[src/rtl/cam_search_ctrl.sv]
// CAM search controller: arbitrates write/search requests, drives the cell array,
// owns the per-entry valid bits and returns a priority-encoded result.
// Optional: define CAM_MULTI_HIT_EN to add the result_multi_o output.
module cam_search_ctrl #(
    parameter int NUM_ENTRIES = 32,
    parameter int DATA_WIDTH  = 32,
    parameter int IDX_WIDTH   = $clog2(NUM_ENTRIES)
) (
    input  logic                   clk_i,
    input  logic                   reset,
    input  logic                   write_valid_i,
    output logic                   write_ready_o,
    input  logic [IDX_WIDTH-1:0]   write_index_i,
    input  logic [DATA_WIDTH-1:0]  write_data_i,
    input  logic                   write_invalidate_i,
    input  logic                   search_valid_i,
    output logic                   search_ready_o,
    input  logic [DATA_WIDTH-1:0]  search_data_i,
    output logic                   result_valid_o,
    input  logic                   result_ready_i,
    output logic                   result_hit_o,
    output logic [IDX_WIDTH-1:0]   result_index_o,
`ifdef CAM_MULTI_HIT_EN
    output logic                   result_multi_o,
`endif
    output logic [NUM_ENTRIES-1:0] cell_write_enable_o,
    output logic [DATA_WIDTH-1:0]  cell_data_o,
    output logic                   cell_search_enable_o,
    output logic [DATA_WIDTH-1:0]  cell_search_o,
    input  logic [NUM_ENTRIES-1:0] cell_match_i
);

    typedef enum logic [1:0] {IDLE, WRITE, SEARCH, RESP} state_e;

    state_e                 state_q, state_d;
    logic [NUM_ENTRIES-1:0] valid_q;
    logic [IDX_WIDTH-1:0]   wr_idx_q;
    logic [DATA_WIDTH-1:0]  cell_data_q;
    logic [DATA_WIDTH-1:0]  search_key_q;
    logic                   hit_q;
    logic [IDX_WIDTH-1:0]   index_q;

    logic                   write_fire;
    logic                   search_fire;
    logic [NUM_ENTRIES-1:0] masked;
    logic [IDX_WIDTH-1:0]   lowest_idx;

    assign write_fire  = write_valid_i && write_ready_o;
    assign search_fire = search_valid_i && search_ready_o;

    // NOTE: sequential state uses non-blocking assignments so every register samples pre-edge values.
    always_ff @(posedge clk_i) begin
        if (reset) state_q <= IDLE;
        else       state_q <= state_d;
    end

    // NOTE: every always_comb target gets a default first; a missed branch would otherwise infer a latch.
    always_comb begin
        state_d = state_q;
        unique case (state_q)
            IDLE: begin
                if (write_fire && !write_invalidate_i) state_d = WRITE;
                else if (search_fire)                  state_d = SEARCH;
            end
            WRITE:   state_d = IDLE;
            SEARCH:  state_d = RESP;
            RESP:    if (result_ready_i) state_d = IDLE;
            default: state_d = IDLE;
        endcase
    end

    // Readiness is masked by reset so nothing is accepted in the reset cycle.
    always_comb begin
        write_ready_o        = 1'b0;
        search_ready_o       = 1'b0;
        result_valid_o       = 1'b0;
        cell_write_enable_o  = '0;
        cell_search_enable_o = 1'b0;
        unique case (state_q)
            IDLE: begin
                write_ready_o  = !reset;
                search_ready_o = !reset && !write_valid_i;
            end
            WRITE:   cell_write_enable_o[wr_idx_q] = 1'b1;
            SEARCH:  cell_search_enable_o = 1'b1;
            RESP:    result_valid_o = 1'b1;
            default: ;
        endcase
    end

    // Only valid entries may hit; the lowest matching index wins.
    always_comb begin
        masked     = cell_match_i & valid_q;
        lowest_idx = '0;
        for (int i = NUM_ENTRIES - 1; i >= 0; i--) begin
            if (masked[i]) lowest_idx = IDX_WIDTH'(i);
        end
    end

    // NOTE: the valid bits are reset because they alone define hit semantics; cell contents are not.
    always_ff @(posedge clk_i) begin
        if (reset) begin
            valid_q      <= '0;
            wr_idx_q     <= '0;
            cell_data_q  <= '0;
            search_key_q <= '0;
            hit_q        <= 1'b0;
            index_q      <= '0;
        end else begin
            if (write_fire) begin
                if (write_invalidate_i) begin
                    valid_q[write_index_i] <= 1'b0;
                end else begin
                    wr_idx_q    <= write_index_i;
                    cell_data_q <= write_data_i;
                end
            end
            if (state_q == WRITE) valid_q[wr_idx_q] <= 1'b1;
            if (search_fire)      search_key_q      <= search_data_i;
            if (state_q == SEARCH) begin
                hit_q   <= |masked;
                index_q <= lowest_idx;
            end
        end
    end

`ifdef CAM_MULTI_HIT_EN
    logic multi_q;

    // Clearing the lowest set bit leaves something only if two or more entries matched.
    always_ff @(posedge clk_i) begin
        if (reset)                  multi_q <= 1'b0;
        else if (state_q == SEARCH) multi_q <= |(masked & (masked - NUM_ENTRIES'(1)));
    end

    assign result_multi_o = multi_q;
`endif

    assign cell_data_o    = cell_data_q;
    assign cell_search_o  = search_key_q;
    assign result_hit_o   = hit_q;
    assign result_index_o = index_q;

endmodule

[config.mk]
export PLATFORM = sky130hd
export DESIGN_NAME = cam_search_ctrl
export DESIGN_NICKNAME = d
export VERILOG_FILES = /design/src/rtl/cam_search_ctrl.sv
export SDC_FILE = /design/constraint.sdc
export NUM_CORES = 1
export LEC_CHECK = 0
export CAP_MARGIN = 20
export CORE_MARGIN = 3
export CORE_UTILIZATION = 38
export DETAILED_ROUTE_END_ITERATION = 8
export PLACE_DENSITY = 0.8
export SLEW_MARGIN = 40
export SYNTH_ARGS = -nofsm -noshare
export SYNTH_HDL_FRONTEND = slang
export SYNTH_SLANG_ARGS = --single-unit
export TNS_END_PERCENT = 100
[constraint.sdc]
create_clock -name clk_i -period 1.8 [get_ports clk_i]
set_input_delay 0.54 -clock clk_i [delete_from_list [all_inputs] [get_ports clk_i]]
set_output_delay 0.54 -clock clk_i [all_outputs]
set_load 0.05 [all_outputs]
==> flow_summary.toml <==
[floorplan]
die_area_mm2 = 0.0137
core_area_mm2 = 0.0121
die_w_um = 117
die_height_um = 117
initial_core_util = 0.390
io_pins = 213
num_rows = 40

[power_and_ir_drop]
cellPowerDensity_mw_per_mm2 = 599
p_int_uw = 3910
power_uw = 5410
pwr-share-comb = 0.187
vdd_drop_max_mv = 0.455
p_leak_uw = 0.00383
seqPwrFrac = 0.464
sw_frac_of_total = 0.277
clkPwrFrac = 0.349
switchingPower_uw = 1500

[detailed_routing]
via_count = 5582
drc = 0
postRouteWirelength_um = 18300
ant_nets = 0
wl_per_cell_um = 16.9
drtIter0Drc = 388
vias_per_cell = 5.16
first_pass_iters = 7

[clock_network]
path_clk_slew_ns = 0.07
ctsHtreeMaxLevel = 3
cts_tree = "done"
cts_buffer_depth = 2
root_buffer = "clkbuf_16"
cts.sinks = 109
cts_buffers = 9
clk_latency_ns = 0.35

[grt]
grt_start_max_net_pins = 57
overflow = 0
grt_antenna_before_repair = 0
grt_pass1_vias = 5049
grt_pass1_wl_um = 25200
gr-usage-all-layers = 0.234

[yosys]
avgSynthCellArea_um2 = 7.53
ys.warnings.count = 0
synth-edff-count = 0
synth_largest_area_cell = "dfxtp_1"
synth_commonest_cells = "202 x nand2_1, 109 x dfxtp_1, 103 x a21oi_1"
ys_async_sr_fraction = 0
syn_nets = 732
syn_inst = 625
synth.most_common_cell = "nand2_1"
seq_area_frac_synth = 0.464
ys.flop_type = "dfxtp_1"
synth_top_cell_area_share = 0.464
synthDistinctLibCells = 44
syn_area_mm2 = 0.00470
yosys_register_bits = 109
synth_area_leaders = "dfxtp_1 46%, nand2_1 16%, a21oi_1 11%"

[cells_and_area]
seqCellArea_mm2 = 0.00220
final_nets = 1015
antenna_cells = 0
areaGrowthSynthToFinish_pct = 92.0
nFillCells = 838
drive_gt1_frac = 0.424
final_core_util = 0.749
multi_input_area_mm2 = 0.00285

[flow_run]
maxCapViolCount = 0

[placement]
gp_congestion = 0.913
post-place-ws_ns = -0.431
hpwlAfterDp_um = 12000
port_buffers = 212

[timing]
fmax_mhz = 468
fin_crit_sh = 1.19
hold_ws_ns = 0.454
setup_viol = 58
fin_ws_ns = -0.338
slew_headroom = 0.529
final-hold-violation-count = 0
fin_setup_tns_ns = -11.40
rsz0062_at_grt = "yes"
drv_slew = 0
period_needed_ns = 2.14
worstMarginPinSlew_ns = 0.706
skew_ns = 0.00492

[outcome]
outcome = "complete, but fails checks"
violations = "negative setup slack"

[worst_setup_path]
cp.required_ns = 1.26
crit_path_max_fanout = 8
critPathArrivalTime_ns = 1.60
crit_path_end_kind = "primary output"
startpoint_type = "register"
critPathKind = "register to primary output"

[min_path]
hp-class = "register to register"
[cell families (layout without fill, tap and decap cells)]
logic type | Yosys count | after routing | synth area share
DFF | 109 | 109 | 0.464
and+or+nand+nor | 256 | 256 | 0.231
AOI/OAI and AO/OA | 187 | 187 | 0.233
muxes | 1 | 1 | 0.00213
buffers and inverters | 72 | 360 | 0.0700
[power by group through the flow]
stage	Clock, uW	Sequential [uW]	Combinational (uW)
after floorplan	0	2720	244
after global placement	0	2560	849
after detailed placement	0	2560	858
after CTS	1930	2510	894
after global routing	2030	2510	1070
final	1890	2510	1010
[per-layer routing]
| layer | GRT usage | vias up | wire (um) |
|---|---|---|---|
| met5 | 0 | - | 0 |
| met4 | 0.0940 | 0 | 584 |
| met3 | 0.0622 | 48 | 1450 |
| met2 | 0.383 | 245 | 9160 |
| met1 | 0.293 | 2615 | 7070 |
| li1 | - | 2674 | - |
[flip-flops by register name, indices dropped and copies added, names as in the netlist]
signal	cells
valid_q	32
result_index_o	5
cell_search_o	32
state_q	2
wr_idx_q	5
result_hit_o	1
cell_data_o	32
[worst max-delay path, stage by stage, from the launching register on]
cell and delay (ns):
dfxtp_2 0.34, nand2b_4 0.16, buf_6 0.12, nor3_4 0.12, buf_8 0.20, nand2_2 0.10
inv_2 0.09, buf_12 0.13
[layout by cell type (no fill, tap or decap), drive strengths merged, types with 2 or more instances in the layout]
cell / instances
nor3: 4
a32o: 4
dlymetal6s2s: 7
o21ai: 38
nand3b: 5
clkbuf: 13
and2: 7
clkinvlp: 21
o2111ai: 2
nor4: 2
dfxtp: 109
buf: 201
a211oi: 2
inv: 18
nor2: 14
nand2b: 3
a22oi: 11
nor3b: 2
clkdlybuf4s50: 97
nand2: 202
and3: 2
a222oi: 2
a32oi: 3
or3b: 2
a22o: 8
clkinv: 2
a21oi: 109
or3: 2
nand3: 5
[path summary, 6_finish.rpt]
check	end	start	depth (start not counted)	slack [ns]
worst max register to register	cell_data_o[5]	state_q[1]	8	-0.14
worst min register to register	cell_search_o[17]	cell_search_o[17]	2	0.45
worst max-delay path	cell_write_enable_o[4]	state_q[1]	7	-0.34
worst min-delay path	cell_search_o[17]	cell_search_o[17]	2	0.45
[repair_timing]
action                                  4_1_cts  5_1_grt
endpoints found under the setup margin       46       99
pin swaps                                     5       85
gates cloned                                  0        4
setup buffers                                 6       12
resized for setup                            91      168
hold buffers                                  0        0
[stage by stage]
stage,instances,instance area [um^2]
final,1081,9030
after global routing,1081,9030
after CTS,1065,8350
after detailed placement,1043,7760
after global placement,1043,7760
after floorplan,625,4830
[cell type report]
type,instances,share of cell area
clock inverter,5,0.00374
tap,168,0.0233
sequential,109,0.243
clock buffer,11,0.0269
timing repair buffer,308,0.364
multi-input combinational,444,0.315
inverter,36,0.0234
Power figures use the tool's default switching activity.
